--- src/rtl/painter_pkg.sv ---
// Shared definitions for the VRAM touch painter.
//   painter_state_t : top-level sequencing state (clear / idle / paint)
//   ILI9341_color_t : 16-bit RGB565 pixel colour used by the display path
//   pix_addr()      : linear VRAM address of pixel (x, y) in a row-major frame
package painter_pkg;

  typedef logic [15:0] ILI9341_color_t;

  typedef enum logic [1:0] {
    S_CLEAR,
    S_IDLE,
    S_PAINT
  } painter_state_t;

  function automatic int unsigned pix_addr(input int unsigned x,
                                           input int unsigned y,
                                           input int unsigned width);
    return y * width + x;
  endfunction

endpackage

--- src/rtl/vram_touch_painter_brush_scanner.sv ---
// Walks a square brush of radius r around a centre point, one offset per
// cycle, row by row (dy outer, dx inner), and flags pixels that fall outside
// the display so the caller can suppress the write.
// Ports:
//   clk, rstb          clock, asynchronous active-low reset
//   start              load centre/radius and begin the scan next cycle
//   abort              stop the scan immediately
//   cx, cy, radius     brush centre and radius, sampled on start
//   px, py             pixel coordinate for the current offset
//   in_bounds          current pixel lies on the display (and scan is active)
//   done               current offset is the last one of the scan
module brush_scanner #(
  parameter int DISPLAY_WIDTH  = 240,
  parameter int DISPLAY_HEIGHT = 320,
  parameter int XW             = 8,
  parameter int YW             = 9,
  parameter int RW             = 3
) (
  input  logic          clk,
  input  logic          rstb,
  input  logic          start,
  input  logic          abort,
  input  logic [XW-1:0] cx,
  input  logic [YW-1:0] cy,
  input  logic [RW-1:0] radius,
  output logic [XW-1:0] px,
  output logic [YW-1:0] py,
  output logic          in_bounds,
  output logic          done
);

  localparam logic signed [RW:0] ONE = (RW+1)'(1);

  logic                 active_p0;
  logic signed [RW:0]   r_p0;
  logic signed [RW:0]   dx_p0;
  logic signed [RW:0]   dy_p0;
  logic signed [XW:0]   cx_p0;
  logic signed [YW:0]   cy_p0;
  logic signed [XW:0]   sx;
  logic signed [YW:0]   sy;

  always_ff @(posedge clk or negedge rstb) begin
    if (!rstb) begin
      active_p0 <= 1'b0;
    end else if (abort) begin
      active_p0 <= 1'b0;
    end else if (start) begin
      active_p0 <= 1'b1;
    end else if (done) begin
      active_p0 <= 1'b0;
    end
  end

  // Stage p0: offset counters, start at (-r, -r) and end at (r, r)
  always_ff @(posedge clk) begin
    if (start) begin
      r_p0  <= $signed({1'b0, radius});
      dx_p0 <= -$signed({1'b0, radius});
      dy_p0 <= -$signed({1'b0, radius});
      cx_p0 <= $signed({1'b0, cx});
      cy_p0 <= $signed({1'b0, cy});
    end else if (active_p0) begin
      if (dx_p0 == r_p0) begin
        dx_p0 <= -r_p0;
        dy_p0 <= dy_p0 + ONE;
      end else begin
        dx_p0 <= dx_p0 + ONE;
      end
    end
  end

  // One extra bit lets negative coordinates show up in the sign bit
  // instead of wrapping to the far edge.
  always_comb begin
    sx        = cx_p0 + (XW+1)'(dx_p0);
    sy        = cy_p0 + (YW+1)'(dy_p0);
    px        = sx[XW-1:0];
    py        = sy[YW-1:0];
    in_bounds = active_p0 && !sx[XW] && (int'(sx) < DISPLAY_WIDTH)
                          && !sy[YW] && (int'(sy) < DISPLAY_HEIGHT);
    done      = active_p0 && (dx_p0 == r_p0) && (dy_p0 == r_p0);
  end

endmodule

--- src/rtl/vram_touch_painter.sv ---
// Owns the VRAM write port: clears the frame to CLEAR_COLOR after reset or on
// clear_req, then round-robins the touch channels and paints a clipped square
// brush around every new touch point.
// Ports:
//   clk, rstb                 clock, asynchronous active-low reset
//   clear_req                 one-cycle pulse, restart the full clear (aborts a paint)
//   erase_mode                paint CLEAR_COLOR instead of the channel colour
//   brush_radius              requested radius, clamped to BRUSH_MAX at capture
//   touch_valid/x/y/color     packed per-channel touch data, channel 0 in LSBs
//   vram_wr_ena/addr/data     registered VRAM write port
//   busy                      clearing or painting
//   cleared                   a full clear has completed since reset
module vram_touch_painter
  import painter_pkg::*;
#(
  parameter int              DISPLAY_WIDTH  = 240,
  parameter int              DISPLAY_HEIGHT = 320,
  parameter int              VRAM_W         = 16,
  parameter int              N_TOUCH        = 2,
  parameter int              BRUSH_MAX      = 7,
  parameter logic [VRAM_W-1:0] CLEAR_COLOR  = '0,
  localparam int             VRAM_L         = DISPLAY_WIDTH * DISPLAY_HEIGHT,
  localparam int             AW             = $clog2(VRAM_L),
  localparam int             XW             = $clog2(DISPLAY_WIDTH),
  localparam int             YW             = $clog2(DISPLAY_HEIGHT),
  localparam int             RW             = $clog2(BRUSH_MAX + 1)
) (
  input  logic                        clk,
  input  logic                        rstb,
  input  logic                        clear_req,
  input  logic                        erase_mode,
  input  logic [RW-1:0]               brush_radius,
  input  logic [N_TOUCH-1:0]          touch_valid,
  input  logic [N_TOUCH*XW-1:0]       touch_x,
  input  logic [N_TOUCH*YW-1:0]       touch_y,
  input  logic [N_TOUCH*VRAM_W-1:0]   touch_color,
  output logic                        vram_wr_ena,
  output logic [AW-1:0]               vram_wr_addr,
  output logic [VRAM_W-1:0]           vram_wr_data,
  output logic                        busy,
  output logic                        cleared
);

  localparam int              PW       = (N_TOUCH > 1) ? $clog2(N_TOUCH) : 1;
  localparam logic [AW:0]     CLR_END  = (AW+1)'(VRAM_L);
  localparam logic [PW-1:0]   PTR_LAST = PW'(N_TOUCH - 1);

  function automatic logic [RW-1:0] clamp_radius(input logic [RW-1:0] r);
    return (32'(r) > 32'(BRUSH_MAX)) ? RW'(BRUSH_MAX) : r;
  endfunction

  painter_state_t       state_p0;
  logic [AW:0]          clr_cnt_p0;
  logic [PW-1:0]        ptr_p0;
  logic [PW-1:0]        ptr_nxt;
  logic [N_TOUCH-1:0]   last_vld_p0;
  logic [XW-1:0]        last_x_p0 [N_TOUCH];
  logic [YW-1:0]        last_y_p0 [N_TOUCH];
  logic [VRAM_W-1:0]    color_p0;

  logic                 sel_valid;
  logic [XW-1:0]        sel_x;
  logic [YW-1:0]        sel_y;
  logic [VRAM_W-1:0]    sel_color;
  logic [RW-1:0]        r_sel;
  logic                 capture;

  logic [XW-1:0]        px;
  logic [YW-1:0]        py;
  logic                 in_bounds;
  logic                 done;

  // Channel under examination; a touch is new only if it moved or was lifted.
  always_comb begin
    sel_valid = touch_valid[ptr_p0];
    sel_x     = touch_x[ptr_p0*XW +: XW];
    sel_y     = touch_y[ptr_p0*YW +: YW];
    sel_color = touch_color[ptr_p0*VRAM_W +: VRAM_W];
    r_sel     = clamp_radius(brush_radius);
    ptr_nxt   = (ptr_p0 == PTR_LAST) ? '0 : ptr_p0 + 1'b1;
    capture   = (state_p0 == S_IDLE) && !clear_req && sel_valid &&
                (!last_vld_p0[ptr_p0] || (sel_x != last_x_p0[ptr_p0]) ||
                 (sel_y != last_y_p0[ptr_p0]));
  end

  brush_scanner #(
    .DISPLAY_WIDTH  (DISPLAY_WIDTH),
    .DISPLAY_HEIGHT (DISPLAY_HEIGHT),
    .XW             (XW),
    .YW             (YW),
    .RW             (RW)
  ) u_scan (
    .clk       (clk),
    .rstb      (rstb),
    .start     (capture),
    .abort     (clear_req),
    .cx        (sel_x),
    .cy        (sel_y),
    .radius    (r_sel),
    .px        (px),
    .py        (py),
    .in_bounds (in_bounds),
    .done      (done)
  );

  // Stage p0: captured stroke data (last point for dedupe, paint colour)
  always_ff @(posedge clk) begin
    if (capture) begin
      last_x_p0[ptr_p0] <= sel_x;
      last_y_p0[ptr_p0] <= sel_y;
      color_p0          <= erase_mode ? CLEAR_COLOR : sel_color;
    end
  end

  // Stage p1: sequencing and registered write port
  always_ff @(posedge clk or negedge rstb) begin
    if (!rstb) begin
      state_p0     <= S_CLEAR;
      clr_cnt_p0   <= '0;
      ptr_p0       <= '0;
      last_vld_p0  <= '0;
      vram_wr_ena  <= 1'b0;
      vram_wr_addr <= '0;
      vram_wr_data <= '0;
      busy         <= 1'b1;
      cleared      <= 1'b0;
    end else if (clear_req) begin
      state_p0    <= S_CLEAR;
      clr_cnt_p0  <= '0;
      vram_wr_ena <= 1'b0;
      busy        <= 1'b1;
    end else begin
      case (state_p0)
        S_CLEAR: begin
          // Counter runs one past the last address so 'cleared' rises the
          // cycle after the final clear write.
          if (clr_cnt_p0 == CLR_END) begin
            state_p0    <= S_IDLE;
            vram_wr_ena <= 1'b0;
            busy        <= 1'b0;
            cleared     <= 1'b1;
            last_vld_p0 <= '0;
          end else begin
            vram_wr_ena  <= 1'b1;
            vram_wr_addr <= clr_cnt_p0[AW-1:0];
            vram_wr_data <= CLEAR_COLOR;
            clr_cnt_p0   <= clr_cnt_p0 + 1'b1;
          end
        end
        S_IDLE: begin
          vram_wr_ena <= 1'b0;
          if (capture) begin
            state_p0            <= S_PAINT;
            busy                <= 1'b1;
            last_vld_p0[ptr_p0] <= 1'b1;
          end else begin
            if (!sel_valid) begin
              last_vld_p0[ptr_p0] <= 1'b0;
            end
            ptr_p0 <= ptr_nxt;
          end
        end
        S_PAINT: begin
          vram_wr_ena  <= in_bounds;
          vram_wr_addr <= AW'(pix_addr(32'(px), 32'(py), DISPLAY_WIDTH));
          vram_wr_data <= color_p0;
          if (done) begin
            state_p0 <= S_IDLE;
            busy     <= 1'b0;
            ptr_p0   <= ptr_nxt;
          end
        end
        default: begin
          state_p0 <= S_IDLE;
        end
      endcase
    end
  end

endmodule
--- config.mk ---
export PLATFORM = sky130hd
export DESIGN_NAME = vram_touch_painter
export DESIGN_NICKNAME = d
export VERILOG_FILES = /design/src/rtl/painter_pkg.sv /design/src/rtl/vram_touch_painter_brush_scanner.sv /design/src/rtl/vram_touch_painter.sv
export SDC_FILE = /design/constraint.sdc
export NUM_CORES = 1
export LEC_CHECK = 0
export BUFFER_PORTS_ARGS = -buffer_cell sky130_fd_sc_hd__buf_2
export CORE_ASPECT_RATIO = 1.25
export CORE_MARGIN = 3
export CORE_UTILIZATION = 45
export DETAILED_ROUTE_END_ITERATION = 16
export PLACE_DENSITY = 0.75
export SLEW_MARGIN = 10
export SYNTH_ARGS = -nofsm -noshare
export SYNTH_HDL_FRONTEND = slang
export SYNTH_SLANG_ARGS = --single-unit
--- constraint.sdc ---
create_clock -name clk -period 5.4 [get_ports clk]
set_clock_uncertainty 0.2 [all_clocks]
set_input_delay 1.35 -clock clk [delete_from_list [all_inputs] [get_ports clk]]
set_output_delay 1.35 -clock clk [all_outputs]
set_load 0.01 [all_outputs]
==> impl_results.md, run 1 <==
- Outcome: finished, final reports clean
- I/O pin count: ~110
- Via density: around 5.3
- Synth warn: 0
- Die area: 0.02017 mm2
- HP Class: flop to flop
- Fin. max-slew vios: 0
- CTS Buf Count: 17
- Syn nets: ~900
- Antenna Violating Nets Remaining: 0
- Drc violations: 0
- Port-buffer cells: 110
- First-pass GRT wire length: 29.14 mm
- GRT Residual Overflow: 0
- Synthesis-stage register bit count: ~140
- Post-synth ARST share: 43.48%
- Synth top area share: between 20 and 30%
- ANT cells: 0
- Root Driver: clkbuf_16
- Initial DRC Count: about 330
- Fin crit share: 93.37%
- Vias in the first global route: 6,184
- Hold Vio Cnt, Final: 0
- Clk Latency, worst-skew pair: 0.44 ns
- Startpoint type of the worst setup path: flop
- Final wirelength: about 18 mm
- Die Span Y: approximately 160 um
- Worst Max-Slew Pin Slew: between 0.9 and 1 ns
- Area leader, netlist: edfxtp_1
- Critical Path RT: ~5.5 ns
- Total GRT Usage: between 10% and 20%
- Fin crit period: about 5.0 ns
- Core ar.: roughly 0.018 mm2
- Initial Utilization: between 40% and 50%
- Wire per inst: roughly 15 um
- CTS H-Tree Depth: 4
- Most numerous cell in the Yosys netlist: nand2_1
- Critical path capture point type: flop
- Drt pass-1 iters: 4
- Layout Area Growth over Synthesis: 17.33%
- Synth area leaders: edfxtp_1, dfrtp_1, ha_1, xnor2_1, mux2i_1
- Crit path max fanout: 5
- Post-Synthesis Cell Area: approximately 0.0083 mm2
- RePlAce Congestion: 0.8661
- Synth unique cells: 73
- Layout cells sized above 1: roughly 20%
- Chip width: roughly 130 um
- Synth Instances: slightly below 800
- Cell Rows: 55
- Max-cap violation count: 0
- Slew margin rel.: a little under two fifths
- Synth Flop Type: edfxtp_1
- Placed cell count: 1,109
- Layout Nets: between 1k and 1.5k
- Mapped Avg Cell Area: approximately 11 um2
- Pin count of the biggest net entering global routing: 67
- Final setup violation count: 0
- TritonCTS clock tree: done
- # clock sinks: roughly 140
- Setup TNS: 0 ns
- RSZ-0062 raised after global routing: false
- Non-filler cells, final: about 1.1k
- Post-synth EDFFs: approximately 80
- Vias post-DR: approximately 6.0k
- Post-synth top cells: nand2_1, edfxtp_1, nor2_1, dfrtp_1, inv_1
- Clk buf depth: 2
- Initial antenna violation count: 0
- Clk slew on worst S/H paths: around 0.060 ns
- Sequential area share after synthesis: 46.20%
- Worst EP arrival: between 5 and 6 ns
- Dpl hpwl: 13.27 mm
- FMAX: 0.1983 GHz
- Critical setup path kind: flop to flop
==> logic make-up (layout without fill, tap and decap cells) <==
kind of cell    count (synthesis)  after routing  synth area share, %
xor+xnor                       88             88                9.441
mux                            48             48                6.058
buf+inv                        84            208                4.089
compound gates                137            137                10.40
flops                         138            138                46.20
fa+ha+maj                      63             63                10.40
simple gates                  232            232                13.41
==> placed cells by master, fill, tap and decap left out, types with 4 or more instances in the layout <==
cell / instances
nand4_1: 5
nor2_1: 61
nor2b_1: 10
o21ai_1: 4
dfrtp_1: 58
xor2_1: 35
nand2b_1: 11
buf_2: 110
a21oi_1: 27
nor3_1: 13
nor4_1: 6
nand3_1: 12
fa_1: 11
edfxtp_1: 78
nand2_1: 84
nand4b_1: 4
inv_1: 56
mux2i_1: 33
a21o_1: 7
ha_1: 49
mux2_2: 13
o21ai_0: 55
or3_1: 6
o2111ai_1: 4
xnor2_1: 51
buf_4: 8
clkbuf_16: 19
bufinv_16: 4
==> final timing paths <==
path	start	endpoint	slack [ns]	cells after the start
worst min register to register	vram_wr_addr[9]	vram_wr_addr[9]	0.27	2
worst min-delay path	vram_wr_addr[9]	vram_wr_addr[9]	0.27	2
max in group asynchronous	rstb	clr_cnt_p0[6]	3.44	2
worst max-delay path	u_scan.dy_p0[0]	vram_wr_addr[15]	0.36	20
worst max register to register	u_scan.dy_p0[0]	vram_wr_addr[15]	0.36	20
min in group asynchronous	rstb	u_scan.active_p0	0.58	1
==> registers in the layout, summed over array words and instances (netlist names) <==
signal	cells
u_scan.cx_p0	8
clr_cnt_p0	18
u_scan.cy_p0	9
ptr_p0	1
cleared	1
u_scan.active_p0	1
last_vld_p0	2
vram_wr_ena	1
color_p0	16
last_x_p0	16
u_scan.dx_p0	4
state_p0	2
busy	1
vram_wr_addr	17
u_scan.r_p0	3
vram_wr_data	16
u_scan.dy_p0	4
last_y_p0	18
==> layout make-up <==
type	count	area, um2
multi-input combinational	568	4145
tap	228	285.3
clock inverter	13	185.2
timing repair buffer	118	610.6
fill	1572	8333
clock buffer	19	475.5
inverter	58	217.7
sequential	138	3846
==> through the flow <==
stage | hold slack (ns) | area (um2) | utilization [%] | worst slack [ns]
after global routing | 0.2927 | 9766 | 53.96 | 0.009480
after global placement | 0.2566 | 9097 | 50.27 | 0.3783
after floorplan | 0.2582 | 8323 | - | 0.5721
after detailed placement | 0.2651 | 9097 | 50.27 | 0.2590
final | 0.2704 | 9766 | 53.96 | 0.3582
after CTS | 0.2789 | 9758 | 53.92 | 0.2504
==> layer usage <==
metal  part of all wire (%)  vias up  global-route usage [%]
met5                      0        -                       0
met4                    1.6        0                   6.977
met3                    4.9       23                   3.982
met2                     53      130                   33.35
met1                     41     2878                   20.72
li1                       -     2989                       -
==> worst max-delay path, cell delays in order (launching register included) <==
cell and delay (ns):
edfxtp_1 0.46, ha_1 0.25, fa_1 0.40, a21o_1 0.17
a21oi_1 0.21, o21ai_1 0.14, nor2_1 0.13, xnor2_1 0.21
inv_2 0.12, maj3_1 0.40, fa_1 0.51, inv_1 0.04
ha_1 0.31, or2_2 0.29, a21oi_1 0.14, a31oi_1 0.08
xnor2_1 0.23, nand4_1 0.16, nor2b_1 0.17, xnor2_1 0.08
a32o_1 0.26
==> repair_timing <==
action | 4_1_cts | 5_1_grt
setup buffers | 0 | 1
hold buffers | 0 | 0
endpoints found under the setup margin | 0 | 2
resized for setup | 0 | 1
Power of run 1 is left out: the tool's default activity adds up to more than one toggle a clock period on the data nets, which glitch-free logic cannot reach.
==> run 2: changes to the inputs <==
--- a/config.mk
+++ b/config.mk
@@ -11,6 +11,7 @@
 export CORE_UTILIZATION = 45
 export DETAILED_ROUTE_END_ITERATION = 16
 export PLACE_DENSITY = 0.75
+export REMOVE_ABC_BUFFERS = 1
 export SLEW_MARGIN = 10
 export SYNTH_ARGS = -nofsm -noshare
 export SYNTH_HDL_FRONTEND = slang
==> run 2 against run 1 <==
Fmax fell by 0.13%. Via count rose by 0.68%. Non-clock buffer count rose by 2. Register-to-register slack barely moved. Clock-buffer cell count rose by 2. Utilization barely moved. Critical endpoint unchanged. Highest routed layer unchanged.
==> impl_results.md, run 2 (synthesized netlist as in run 1, its figures left out) <==
- Fin. max-slew vios: 0 (unchanged)
- Hold Vio Cnt, Final: 0 (unchanged)
- Fin crit share: 93.49% (+0.12 points)
- TritonCTS clock tree: done
- Layout Nets: 1,039 (+0.19%)
- Clk Latency, worst-skew pair: 0.43 ns (about the same)
- First-pass GRT wire length: 29.43 mm (+1.0%)
- Critical path capture point type: flop
- Die Span Y: 158.1 um (unchanged)
- Dpl hpwl: 13.39 mm (+0.88%)
- Fin crit period: 5.048 ns (+0.006511 ns)
- Largest regs: clr_cnt_p0 (18), last_y_p0 (18), vram_wr_addr (17)
- Critical Path RT: 5.52 ns (about the same)
- GRT Residual Overflow: 0 (unchanged)
- Top Family by Delay on Critical Path: adder cells
- Core ar.: 0.01810 mm2 (unchanged)
- Filler cells: 1,564 (-0.51%)
- Commonest non-fill, non-tap cell in the layout: buf_2
- CP max stage cell: fa_1
- Non-filler cells, final: 1,144 (+0.18%)
- Most frequent cells in the layout: buf_2, nand2_1, edfxtp_1
- Pin count of the biggest net entering global routing: 61 (-9.0%)
- Initial DRC Count: 271 (-17%)
- Root Driver: clkbuf_16
- Clk slew on worst S/H paths: 0.06 ns (about the same)
- Critical R2R Launch: u_scan.dy_p0[0]
- Wire per inst: 15.69 um (+2.3%)
- Bufs and invs on worst path: 2 (unchanged)
- Crit. Startpoint: u_scan.dy_p0[0]
- Max-cap violation count: 0 (unchanged)
- Via density: 5.298 (+0.51%)
- Core Util, Final: 54.00% (about the same)
- Layout Area Growth over Synthesis: 17.42% (about the same)
- CTS Buf Count: 17 (unchanged)
- Vias in the first global route: 5,986 (-3.2%)
- Chip width: 127.6 um (unchanged)
- CTS H-Tree Depth: 4 (unchanged)
- Hold_buf cts: 0 (unchanged)
- FMAX: 0.1981 GHz (-0.13%)
- HP Class: flop to flop
- ANT cells: 0 (unchanged)
- # clock sinks: 138 (unchanged)
- Worst EP arrival: 5.17 ns (about the same)
- Worst-path cell chain: ha_1 -> fa_2 -> a21o_1 -> a21oi_2 -> o21ai_1 -> nor2_1 -> xnor2_2 -> inv_2 -> maj3_1 -> fa_1 -> inv_1 -> ha_1 -> or2_2 -> a21oi_1 -> a31oi_1 -> xnor2_1 -> nand4_1 -> nor2b_1 -> xnor2_1 -> a32o_1
- Placed cell count: 1,109 (unchanged)
- Port-buffer cells: 110 (unchanged)
- Drt pass-1 iters: 5 (+1)
- CP max stage delay: 0.51 ns (about the same)
- Outcome: finished, final reports clean
- Critical setup path kind: flop to flop
- Initial antenna violation count: 0 (unchanged)
- Final setup violation count: 0 (unchanged)
- Antenna Violating Nets Remaining: 0 (unchanged)
- RePlAce Congestion: 0.8189 (-5.4%)
- Worst Max-Slew Pin Slew: 0.9781 ns (+0.03357 ns)
- Min-delay src: vram_wr_addr[13]
- Cell Rows: 55 (unchanged)
- Slew margin rel.: 34.79% (-2.2 points)
- Startpoint type of the worst setup path: flop
- Clk buf depth: 2 (unchanged)
- Crit path max fanout: 4 (-1)
- Initial Utilization: 45.99% (unchanged)
- Drc violations: 0 (unchanged)
- Total GRT Usage: 18.58% (+0.36 points)
- Die area: 0.02017 mm2 (unchanged)
- Final wirelength: 17.94 mm (+2.5%)
- Vias post-DR: 6,061 (+0.68%)
- Layout cells sized above 1: 20.96% (+0.61 points)
- I/O pin count: 111 (unchanged)
==> run 2: cell count changes in the layout (fill, tap and decap cells not counted), sizes merged <==
cell and change:
bufinv -1, buf +2, clkinv -2, clkbuf +2
inv +1
==> run 2: path summary, 6_finish.rpt <==
kind | endpoint | slack, ns | cells past startpoint
worst min register to register | vram_wr_addr[13] | 0.27 | 1
worst max register to register | vram_wr_addr[15] | 0.35 | 20
worst max-delay path | vram_wr_addr[15] | 0.35 | 20
worst min-delay path | vram_wr_addr[13] | 0.27 | 1
min in group asynchronous | vram_wr_data[9] | 0.87 | 2
max in group asynchronous | ptr_p0 | 3.58 | 2
==> run 2: metrics by stage <==
| step | worst slack, ns | TNS (ns) | hold WS [ns] | cell area [um2] |
|---|---|---|---|---|
| after global routing | -0.005450 | -0.005450 | 0.2933 | 9773 |
| after global placement | 0.3707 | 0 | 0.2556 | 9097 |
| after CTS | 0.1722 | 0 | 0.2751 | 9726 |
| final | 0.3517 | 0 | 0.2698 | 9773 |
| after detailed placement | 0.1899 | 0 | 0.2615 | 9097 |
| after floorplan | 0.5716 | 0 | 0.2582 | 8200 |
==> run 2: per-layer routing <==
layer  vias up  part of all wire [%]  track usage [%]
met5         -                     0                0
li1       3003                     -                -
met3        30                   3.9            4.657
met4         0                   2.2            6.269
met2       118                    53            33.07
met1      2910                    41            21.92
==> run 2: timing repair <==
action	CTS	global route
gates resized for setup	0	6
setup endpoints to repair	0	3
buffers inserted	0	3
==> run 2: final cells by class <==
| class | count | area (um2) | share of cell area [%] |
|---|---|---|---|
| timing repair buffer | 120 | 625.6 | 6.401 |
| tap | 228 | 285.3 | 2.919 |
| clock inverter | 11 | 156.4 | 1.600 |
| clock buffer | 21 | 471.7 | 4.827 |
| sequential | 138 | 3846 | 39.35 |
| inverter | 58 | 217.7 | 2.228 |
| multi-input combinational | 568 | 4170 | 42.67 |
Power of run 2 is left out for the same reason.
==> run 3: changes to the inputs <==
--- a/config.mk
+++ b/config.mk
@@ -10,7 +10,6 @@
 export CORE_MARGIN = 3
 export CORE_UTILIZATION = 45
 export DETAILED_ROUTE_END_ITERATION = 16
-export PLACE_DENSITY = 0.75
 export REMOVE_ABC_BUFFERS = 1
 export SLEW_MARGIN = 10
 export SYNTH_ARGS = -nofsm -noshare
==> run 3 against run 2 <==
Non-clock buffer count grew 1. Via count shrank 1.3%. Critical endpoint unchanged. Die area unchanged. Utilization down 0.39 points. Flip-flop and latch count unchanged. Clock-buffer cell count shrank 3. Fmax grew 1.1%. Highest routed layer unchanged.
==> impl_results.md, run 3 (synthesized netlist as in run 1, its figures left out) <==
- FMAX: 0.2003 GHz (+1.1%)
- Fin. max-slew vios: 0 (unchanged)
- Min-delay src: vram_wr_data[4]
- TritonCTS clock tree: done
- Largest regs: clr_cnt_p0 (18), last_y_p0 (18), vram_wr_addr (17)
- Most frequent CP cell: xnor2_1
- CP max stage cell: fa_1
- Clk slew on worst S/H paths: 0.06 ns (about the same)
- Initial antenna violation count: 0 (unchanged)
- Final setup violation count: 0 (unchanged)
- Fin crit share: 92.47% (-1.0 points)
- Layout cells sized above 1: 20.83% (-0.13 points)
- Hold Path Sink: vram_wr_data[4]
- Initial DRC Count: 373 (+38%)
- Critical R2R Launch: u_scan.dy_p0[0]
- Initial Utilization: 45.99% (unchanged)
- Outcome: finished, final reports clean
- Die Span Y: 158.1 um (unchanged)
- CTS Buf Count: 17 (unchanged)
- Drc violations: 0 (unchanged)
- Chip width: 127.6 um (unchanged)
- Root Driver: clkbuf_16
- CTS H-Tree Depth: 4 (unchanged)
- Total GRT Usage: 18.45% (-0.13 points)
- Startpoint type of the worst setup path: flop
- Core ar.: 0.01810 mm2 (unchanged)
- Critical Path RT: 5.51 ns (about the same)
- GRT Residual Overflow: 0 (unchanged)
- R2R setup slack: 0.41 ns (+0.05 ns)
- First-pass GRT wire length: 29.21 mm (-0.75%)
- Hold Vio Cnt, Final: 0 (unchanged)
- Vias post-DR: 5,981 (-1.3%)
- Core Util, Final: 53.61% (-0.39 points)
- Hold path depth: 2 (+1)
- Vias in the first global route: 5,758 (-3.8%)
- # clock sinks: 138 (unchanged)
- Worst Max-Slew Pin Slew: 1.012 ns (+0.03413 ns)
- Wire per inst: 15.64 um (-0.29%)
- Top Family by Delay on Critical Path: adder cells
- Via density: 5.224 (-1.4%)
- Crit path max fanout: 3 (-1)
- Pin count of the biggest net entering global routing: 46 (-25%)
- Layout Area Growth over Synthesis: 16.57%
- Drt pass-1 iters: 4 (-1)
- Critical setup path kind: flop to flop
- Die area: 0.02017 mm2 (unchanged)
- ANT cells: 0 (unchanged)
- CP max stage delay: 0.52 ns (about the same)
- Worst-path cell chain: ha_1 -> fa_1 -> a21o_1 -> a21oi_2 -> o21ai_1 -> nor2_1 -> xnor2_1 -> xnor2_1 -> ha_1 -> inv_1 -> fa_1 -> inv_1 -> ha_1 -> or2_2 -> a21oi_1 -> a31oi_1 -> xnor2_1 -> nand4_1 -> nor2b_1 -> xnor2_1 -> a32o_1
- Worst r2r path cells: 21 (+5.0%)
- Layout Nets: 1,040 (+0.096%)
- Slew margin rel.: 32.52% (-2.3 points)
- Fin crit period: 4.993 ns (-0.05487 ns)
- Antenna Violating Nets Remaining: 0 (unchanged)
- Clk Latency, worst-skew pair: 0.43 ns (about the same)
- Bufs and invs on worst path: 2 (unchanged)
- Dpl hpwl: 13.35 mm (-0.31%)
- Final wirelength: 17.91 mm (-0.21%)
- HP Class: flop to flop
- I/O pin count: 111 (unchanged)
- Port-buffer cells: 110 (unchanged)
- Clk buf depth: 2 (unchanged)
- Critical path capture point type: flop
- Worst EP arrival: 5.11 ns (-0.06 ns)
- Cell Rows: 55 (unchanged)
- Worst r2r dst: vram_wr_addr[15]
- RePlAce Congestion: 0.8298 (+1.3%)
- Most frequent cells in the layout: buf_2, nand2_1, edfxtp_1
- Commonest non-fill, non-tap cell in the layout: buf_2
- Max-cap violation count: 0 (unchanged)
- Crit. Startpoint: u_scan.dy_p0[0]
[run 3: cell types whose count changed in the layout (fill, tap and decap cells not counted), moves of 2 or more]
cell / previous run / this run
inv_6: 3 / 6
xnor2_2: 3 / 1
clkinv_4: 3 / 1
bufinv_16: 3 / 1
xnor2_1: 49 / 51
clkinvlp_4: 1 / 4
[run 3: worst min-delay path: stages (launching register included)]
cell	delay (ns)
dfrtp_1	0.33
nand2_1	0.04
o21ai_0	0.06
[run 3: timing repair]
item | 4_1_cts | 5_1_grt
setup buffers | 0 | 3
endpoints found under the setup margin | 0 | 2
resized for setup | 0 | 3
hold buffers | 0 | 0
[run 3: cell type report]
type | count | area, um2
fillers | 1707 | 8397
repair buffers | 121 | 633.1
flip-flops and latches | 138 | 3846
clock buffers | 18 | 429.2
multi-input cells | 568 | 4153
well taps | 228 | 285.3
clock inverters | 14 | 137.6
inverters | 58 | 217.7
[run 3: stage by stage]
step | setup WS (ns) | hold slack, ns | instance area (um2) | instances | setup TNS, ns
after floorplan | 0.5716 | 0.2582 | 8200 | 764 | 0
after global placement | 0.3228 | 0.2570 | 9105 | 1110 | 0
after detailed placement | 0.2303 | 0.2627 | 9105 | 1110 | 0
after CTS | 0.2211 | 0.2765 | 9672 | 1142 | 0
after global routing | -0.01777 | 0.3066 | 9702 | 1145 | -0.01777
final | 0.4066 | 0.2732 | 9702 | 1145 | 0
[run 3: routing by layer]
metal / vias up / wire [um] / GRT usage (%)
li1: 3001 / - / -
met4: 0 / 368 / 6.168
met2: 128 / 8790 / 31.09
met5: - / 0 / 0
met1: 2827 / 7896 / 23.74
met3: 25 / 851 / 3.915
[run 3: worst max path at each step]
stage	slack, ns	cells past startpoint	end
global placement	0.32	20	vram_wr_addr[15]
finish	0.41	21	vram_wr_addr[15]
global route	-0.02	20	vram_wr_addr[15]
floorplan	0.57	20	vram_wr_addr[15]
detailed placement	0.23	20	vram_wr_addr[15]
CTS	0.22	20	vram_wr_addr[15]
Power of run 3 is left out for the same reason.
